**config.mk**
```make
export PLATFORM = sky130hd
export DESIGN_NAME = mem_arbiter
export DESIGN_NICKNAME = d
export VERILOG_FILES = /design/src/rtl/mem_arbiter.sv
export SDC_FILE = /design/constraint.sdc
export NUM_CORES = 1
export LEC_CHECK = 0
export ABC_AREA = 1
export CORE_MARGIN = 3
export CORE_UTILIZATION = 39
export CTS_BUF_LIST = sky130_fd_sc_hd__clkbuf_4 sky130_fd_sc_hd__clkbuf_8
export CTS_CLUSTER_SIZE = 10
export DETAILED_ROUTE_END_ITERATION = 10
export GPL_ROUTABILITY_DRIVEN = 0
export GPL_TIMING_DRIVEN = 1
export PLACE_DENSITY_LB_ADDON = 0.08
export SYNTH_ARGS = -nofsm -noshare
export SYNTH_HDL_FRONTEND = slang
export SYNTH_SLANG_ARGS = --single-unit
```
**constraint.sdc**
```tcl
create_clock -name clk -period 2 [get_ports clk]
set_input_delay 0.6 -clock clk [delete_from_list [all_inputs] [get_ports clk]]
set_output_delay 0.6 -clock clk [all_outputs]
set_load 0.02 [all_outputs]
```
**src/rtl/mem_arbiter.sv**
```systemverilog
// ============================================================================
//  Module      : mem_arbiter
//  Description : Single-port shared RAM arbiter for downloader, eraser, video
//                fetch and CPU, with one access in flight at a time.
//  Revision    : 1.0  initial release
// ============================================================================
`default_nettype none

module mem_arbiter #(
    parameter int              ADDR_W   = 18,
    parameter logic [ADDR_W-1:0] PRG_BASE = 18'h08995
) (
    input  logic              clk,
    input  logic              reset_n,

    input  logic              dl_req,
    input  logic [7:0]        dl_index,
    input  logic [24:0]       dl_addr,
    input  logic [7:0]        dl_data,
    output logic              dl_ack,

    input  logic              er_req,
    input  logic [24:0]       er_addr,
    input  logic [7:0]        er_data,
    output logic              er_ack,

    input  logic              vid_req,
    input  logic [ADDR_W-1:0] vid_addr,
    output logic              vid_ack,

    input  logic              cpu_req,
    input  logic              cpu_we,
    input  logic [ADDR_W-1:0] cpu_addr,
    input  logic [7:0]        cpu_wdata,
    output logic              cpu_ack,
    output logic              cpu_wait,

    output logic [7:0]        rdata,

    output logic [ADDR_W-1:0] mem_addr,
    output logic [7:0]        mem_din,
    output logic              mem_wr,
    output logic              mem_en,
    input  logic [7:0]        mem_q,

    output logic              cpu_blank
);

    typedef enum logic [1:0] {
        ST_IDLE   = 2'd0,
        ST_ACCESS = 2'd1,
        ST_RDWAIT = 2'd2
    } state_t;

    localparam logic [1:0] c_own_dl  = 2'd0;
    localparam logic [1:0] c_own_er  = 2'd1;
    localparam logic [1:0] c_own_vid = 2'd2;
    localparam logic [1:0] c_own_cpu = 2'd3;

    state_t              state_q,     state_d;
    logic [1:0]          owner_q,     owner_d;
    logic [ADDR_W-1:0]   addr_q,      addr_d;
    logic [7:0]          din_q,       din_d;
    logic                we_q,        we_d;
    logic                rd_q,        rd_d;
    logic                last_vid_q,  last_vid_d;
    logic [3:0]          ack_q,       ack_d;
    logic [7:0]          rdata_q,     rdata_d;

    logic [3:0]          req_v;
    logic                unused_addr_bits;

    // A requester whose ack is visible this cycle must drop its req before
    // it can be granted again; otherwise a held req would be re-served.
    assign req_v = {cpu_req, vid_req, er_req, dl_req} & ~ack_q;

    always_comb begin
        state_d    = state_q;
        owner_d    = owner_q;
        addr_d     = addr_q;
        din_d      = din_q;
        we_d       = we_q;
        rd_d       = rd_q;
        last_vid_d = last_vid_q;
        ack_d      = 4'b0000;
        rdata_d    = rdata_q;

        case (state_q)
            ST_IDLE: begin
                if (req_v[c_own_dl]) begin
                    state_d          = ST_ACCESS;
                    owner_d          = c_own_dl;
                    rd_d             = 1'b0;
                    we_d             = (dl_index == 8'd0) || (dl_index == 8'd1);
                    din_d            = dl_data;
                    addr_d           = (dl_index == 8'd1) ? (dl_addr[ADDR_W-1:0] + PRG_BASE)
                                                          : dl_addr[ADDR_W-1:0];
                    ack_d[c_own_dl]  = 1'b1;
                end else if (req_v[c_own_er]) begin
                    state_d          = ST_ACCESS;
                    owner_d          = c_own_er;
                    rd_d             = 1'b0;
                    we_d             = 1'b1;
                    din_d            = er_data;
                    addr_d           = er_addr[ADDR_W-1:0];
                    ack_d[c_own_er]  = 1'b1;
                end else if (req_v[c_own_vid] && (!req_v[c_own_cpu] || !last_vid_q)) begin
                    state_d          = ST_ACCESS;
                    owner_d          = c_own_vid;
                    rd_d             = 1'b1;
                    we_d             = 1'b0;
                    addr_d           = vid_addr;
                    last_vid_d       = 1'b1;
                end else if (req_v[c_own_cpu]) begin
                    state_d          = ST_ACCESS;
                    owner_d          = c_own_cpu;
                    rd_d             = ~cpu_we;
                    we_d             = cpu_we;
                    din_d            = cpu_wdata;
                    addr_d           = cpu_addr;
                    last_vid_d       = 1'b0;
                    ack_d[c_own_cpu] = cpu_we;
                end
            end
            ST_ACCESS: begin
                state_d = rd_q ? ST_RDWAIT : ST_IDLE;
            end
            ST_RDWAIT: begin
                rdata_d        = mem_q;
                ack_d[owner_q] = 1'b1;
                state_d        = ST_IDLE;
            end
            default: begin
                state_d = ST_IDLE;
            end
        endcase
    end

    always_ff @(posedge clk) begin
        if (!reset_n) begin
            state_q    <= ST_IDLE;
            owner_q    <= c_own_dl;
            addr_q     <= '0;
            din_q      <= 8'h00;
            we_q       <= 1'b0;
            rd_q       <= 1'b0;
            last_vid_q <= 1'b0;
            ack_q      <= 4'b0000;
            rdata_q    <= 8'h00;
        end else begin
            state_q    <= state_d;
            owner_q    <= owner_d;
            addr_q     <= addr_d;
            din_q      <= din_d;
            we_q       <= we_d;
            rd_q       <= rd_d;
            last_vid_q <= last_vid_d;
            ack_q      <= ack_d;
            rdata_q    <= rdata_d;
        end
    end

    assign dl_ack    = ack_q[c_own_dl];
    assign er_ack    = ack_q[c_own_er];
    assign vid_ack   = ack_q[c_own_vid];
    assign cpu_ack   = ack_q[c_own_cpu];
    assign cpu_wait  = cpu_req & ~cpu_ack;
    assign rdata     = rdata_q;

    assign mem_addr  = addr_q;
    assign mem_din   = din_q;
    assign mem_en    = (state_q == ST_ACCESS);
    assign mem_wr    = (state_q == ST_ACCESS) & we_q;

    // Downloader/eraser traffic (pending or in flight) keeps the CPU parked.
    assign cpu_blank = dl_req | er_req | ((state_q != ST_IDLE) & ~owner_q[1]);

    assign unused_addr_bits = ^{dl_addr[24:ADDR_W], er_addr[24:ADDR_W]};

endmodule

`default_nettype wire

```
## After elaboration in Yosys (flattened, before gate mapping)

Index checks and enable logic that the tools add are counted.

| operators by class | value |
|---|---|
| add/subtract/negate cells | 1 |
| magnitude comparators | 2 |
| mux-type cells | 40 |
| equality and inequality tests | 5 |
| bitwise gates (word level) | 12 |
| reductions and logical operators | 16 |

Operator list:

| cell | count |
|---|---|
| $mux W18 | 5 |
| $mux W8 | 4 |
| $add A18 B16 Y18 const B | 1 |
| $mux W1 | 18 |
| $mux W2 | 9 |
| $eq A8 B1 Y1 const B | 1 |
| $logic_not A8 Y1 | 1 |
| $pmux W2 S2 | 2 |
| $ne A5 B5 Y1 const B | 1 |
| $not A1 Y1 | 5 |
| $and A4 B4 Y4 | 1 |
| $not A4 Y4 | 1 |
| $reduce_and A2 Y1 | 2 |
| $reduce_and A4 Y1 | 1 |
| $reduce_bool A2 Y1 | 2 |
| $reduce_bool A4 Y1 | 1 |
| $and A1 B1 Y1 | 3 |
| $lt A2 B3 Y1 const B | 1 |
| $ne A3 B3 Y1 const B | 1 |
| $reduce_and A3 Y1 | 1 |
| $reduce_bool A3 Y1 | 1 |
| $demux W1 S2 | 1 |
| $eq A2 B1 Y1 const B | 1 |
| $eq A2 B2 Y1 const B | 1 |
| other kinds (7) | 11 |

| word-level totals | value |
|---|---|
| output and inout bits | 42 |
| bits in registers | 45 |
| input bits | 133 |
| word-level logic and storage cells | 86 |

## Logic depth before layout (Yosys ltp)

| logic depth | value |
|---|---|
| depth in word-level cells | 9 |
| gate-level depth with buffers | 11 |
| gate-level depth less buffers | 11 |

## Least setup slack after synthesis

OpenSTA, ideal clock, no wires.

| path | value |
|---|---|
| kind | input port to flip-flop |
| start | input cpu_req |
| end | register addr_q[11], in the netlist mem_addr[11] |
| required time | 1.881 ns |
| library setup time | 0.119 ns |
| arrival time | 1.568 ns |
| stages on the path | 10 |
| setup slack | 0.313 ns |
| cells stage by stage | inv_1 nor2_4 nand2_1 nand2_2 nand3_2 nand2_4 inv_6 buf_8 o21ai_0 a21oi_1 |

| between the ends | value |
|---|---|
| longest elaborated chain between the ends | 7 |

RTL lines:

| what | line | RTL |
|---|---|---|
| start, declared | 31 | `input logic cpu_req,` |
| $and A4 B4 Y4 (*) | 75 | `assign req_v = {cpu_req, vid_req, er_req, dl_req} & ~ack_q;` |
| $logic_not A1 Y1 | 107 | `end else if (req_v[c_own_vid] && (!req_v[c_own_cpu] \|\| !last_vid_q)) begin` |
| $logic_or A1 B1 Y1 | 107 |  |
| $logic_and A1 B1 Y1 | 107 |  |
| $mux W18 | 107 |  |
| $mux W18 | 99 | `end else if (req_v[c_own_er]) begin` |
| $mux W18 | 90 | `if (req_v[c_own_dl]) begin` |
| end signal, assigned | 153 | `addr_q <= addr_d;` |
| end, declared | 62 | `logic [ADDR_W-1:0] addr_q, addr_d;` |

Every way passes the cells marked *; elsewhere a longest branch is shown, timed or not.
A chain may end at the register's enable or synchronous reset.

## Worst setup path in the final report

| path | value |
|---|---|
| start | input cpu_req |
| end | register din_q[3], in the netlist mem_din[3] |

| between the ends | value |
|---|---|
| longest elaborated chain between the ends | 6 |

RTL lines:

| what | line | RTL |
|---|---|---|
| $and A4 B4 Y4 (*) | 75 |  |
| $logic_not A1 Y1 | 107 |  |
| $logic_or A1 B1 Y1 | 107 |  |
| $logic_and A1 B1 Y1 | 107 |  |
| $ne A3 B3 Y1 (no source line) | -- |  |
| $reduce_and A3 Y1 (no source line) (*) | -- |  |
| end signal, assigned | 154 | `din_q <= din_d;` |
| end, declared | 63 | `logic [7:0] din_q, din_d;` |

Marked as above.

==> impl_metrics.csv <==
group,metric,value,unit
die,io_pins,175,
sta,tightestPinTransition,0.323,ns
clock_tree,tritoncts,"yes",
worst_setup_path,startpoint,"cpu_req",
worst_setup_path,path_class,"in -> reg",
yosys,synth_nets,594,
clock_tree,cts_sinks,45,
sta,max_freq,498,MHz
sta,drv_slew,0,
yosys,synth-simple-area-share,0.356,
route,drc,0,
route,drt_iter0_markers,230,
route,ant_nets,0,
die,fp.dieH,92.2,um
final_layout,diodes,0,
power,ir_drop,404,uV
yosys,yosys_register_bits,45,
worst_setup_path,r2r-start,"ack_q[3]",
sta,hold_viol,0,
yosys,synth_top_family_by_area,"simple AND/OR/NAND/NOR gates",
route,vias,3844,
final_layout,fillCellCount,591,
final_layout,finish.instance_area,5030,um^2
power,power.density,528,nW/um^2
global_routing,track_usage,0.246,
sta,period_minus_slack,2.01,ns
worst_setup_path,path_max_fanout,9,
yosys,synth-xor-area-share,0.00302,
job,maxCapViolCount,0,
run_status,outcome,"finished, violations left",
worst_setup_path,cp-end-kind,"flip-flop",
final_layout,drive_gt1_frac,0.133,
global_routing,grt_pass1_wl,17100,um
clock_tree,clk_pin_slew,0.09,ns
route,wl_per_cell,14.5,um
route,drt-pass1-iter-count,5,
sta,min_period_over_period,1.00,
place,dpl_cell_area,4860,um^2
die,initial_core_util,0.415,
yosys,synthTopCellsByArea,"dfxtp_1 (31%), nand2_1 (12%), nor2_1 (9.3%)",
yosys,ys_seq_area_frac,0.311,
yosys,muxShareOfSynthArea,0,
hold_path,hp-class,"reg -> reg",
place,portBuffers,160,
yosys,synth_compound_area_frac,0.227,
yosys,synth_top_area_share,0.311,
worst_setup_path,crit_arrival,2.21,ns
die,die_area,8500,um^2
hold_path,hp-start,"rd_q",
clock_tree,clockRootBuffer,"clkbuf_8",
clock_tree,h-tree-depth,2,
final_layout,fin_nets,789,
global_routing,antenna_found_initial,0,
yosys,ys_warn_count,0,
yosys,yosysTopAreaCell,"dfxtp_1",
sta,setup_ws,-0.00709,ns
yosys,post_synth_fa_ha_maj_area_fraction,0.00432,
final_layout,final_util,0.720,
die,die_x,92.2,um
power,leakage,2.13,nW
yosys,syn_area,2900,um^2
global_routing,grt-ovfl-total,0,
route,drt_wl_total,10900,um
run_status,violations,"negative setup slack",
worst_setup_path,worstPathRequired,2.20,ns
clock_tree,clk_latency,0.30,ns
worst_setup_path,cp-start-kind,"input port",
final_layout,areaGrowthSynthToFinish,73.4,%
place,hpwlAfterDp,8470,um
yosys,syn_area_per_cell,6.30,um^2
clock_tree,cts_buffer_depth,2,
global_routing,grt_pass1_vias,3790,
sta,rsz0062_at_grt,"true",
sta,relSlewSlack,0.783,
yosys,synth.distinct_cells,35,
route,via_per_inst,5.11,
global_routing,grt_max_degree,25,
die,rows,30,
sta,worst_clock_skew,0.00638,ns
yosys,syn_inst,460,
clock_tree,numCtsBuffers,5,
power,p_total,2.65,mW
worst_setup_path,regToRegSetupSlack,0.38,ns
die,core-area,6980,um^2
place,pre_cts_ws,-0.434,ns
sta,finalSetupViolations,2,
[per-stage QoR]
stage / std cells / setup TNS [ns] / hold slack [ns]
after detailed placement: 742 / -8.21 / 0.449
after global routing: 752 / -0.277 / 0.501
after global placement: 742 / -6.95 / 0.441
final: 752 / -0.0111 / 0.463
after floorplan: 460 / 0 / 0.424
after CTS: 750 / 0 / 0.464
[what timing repair did]
item,in CTS,in global routing
buffers inserted,0,2
resized for setup,10,26
cloned,0,0
endpoints found under the setup margin,4,29
pin swaps,0,2
hold buffers,0,0
[Yosys cell counts, drive strengths merged]
library cell,count
a21oi,31
a31oi,10
a41oi,6
buf,14
clkbuf,6
dfxtp,45
ha,1
inv,41
nand2,101
nand3,38
nand3b,3
nand4,5
nor2,78
nor3,4
nor3b,2
nor4,1
o211a,4
o211ai,2
o21ai,65
o32ai,1
or2,1
xor2,1
[routing by layer]
metal	vias up	routed length, um	GRT usage
li1	1931	-	-
met1	1738	4430	0.293
met2	161	5420	0.440
met3	14	921	0.0623
met4	0	142	0.0606
met5	-	0	0
[power breakdown]
part / leakage (nW) / internal, mW / total, mW / switching (mW)
sequential: 0.371 / 0.977 / 1.02 / 0.0456
combinational: 1.72 / 0.534 / 1.03 / 0.499
clock: 0.0445 / 0.249 / 0.599 / 0.350
[final cells by class]
type | instances | area, um^2 | share of cell area
clock buffers | 5 | 68.8 | 0.0137
repair buffers | 208 | 1990 | 0.396
inverters | 41 | 166 | 0.0331
flip-flops and latches | 45 | 901 | 0.179
well taps | 96 | 120 | 0.0239
multi-input cells | 354 | 1760 | 0.350
clock inverters | 3 | 21.3 | 0.00423
[cell usage in the layout, fill, tap and decap left out, types with 2 or more instances in the layout]
| cell type | instances |
|---|---|
| dlygate4sd2_1 | 2 |
| nand4_1 | 5 |
| nand3_1 | 31 |
| nor3_1 | 3 |
| a31oi_1 | 10 |
| a21oi_2 | 2 |
| a41oi_1 | 6 |
| dfxtp_1 | 45 |
| dlymetal6s2s_1 | 4 |
| buf_4 | 46 |
| o211a_1 | 4 |
| nor3b_1 | 2 |
| nand3b_1 | 3 |
| nand2_4 | 3 |
| o21ai_1 | 17 |
| o211ai_1 | 2 |
| inv_2 | 3 |
| clkdlybuf4s50_1 | 152 |
| buf_12 | 2 |
| inv_6 | 2 |
| nand2_1 | 95 |
| a21oi_1 | 29 |
| inv_1 | 36 |
| nor2_1 | 72 |
| nand2_2 | 3 |
| nand3_2 | 7 |
| nor2_2 | 2 |
| o21ai_0 | 48 |
| nor2_4 | 4 |
| clkbuf_8 | 5 |
[registers in the layout (all words and copies together) (netlist names), 2 cells and up]
signal / cells
rdata: 8
mem_addr: 18
ack_q: 4
mem_din: 8
state_q: 2
owner_q: 2
[worst max-delay path: stages]
cell and delay, ns:
clkdlybuf4s50_1 0.40, inv_1 0.09, nor2_4 0.04, buf_4 0.14, nand2_1 0.10, nand2_4 0.10
nand3_2 0.12, nand2_4 0.10, buf_4 0.18, buf_4 0.14, o211a_1 0.19
[cells by family after synthesis]
family / count (synthesis)
xor+xnor: 1
fa+ha+maj: 1
compound gates: 119
flops: 45
simple gates: 233
buf+inv: 61
[path summary, 6_finish.rpt]
path | to | depth (start not counted)
setup / recovery | mem_din[3] | 11
hold / removal | state_q[1] | 2
setup reg to reg | mem_din[3] | 9
hold reg to reg | state_q[1] | 2
Note: power is estimated with default switching activity, not from simulation.
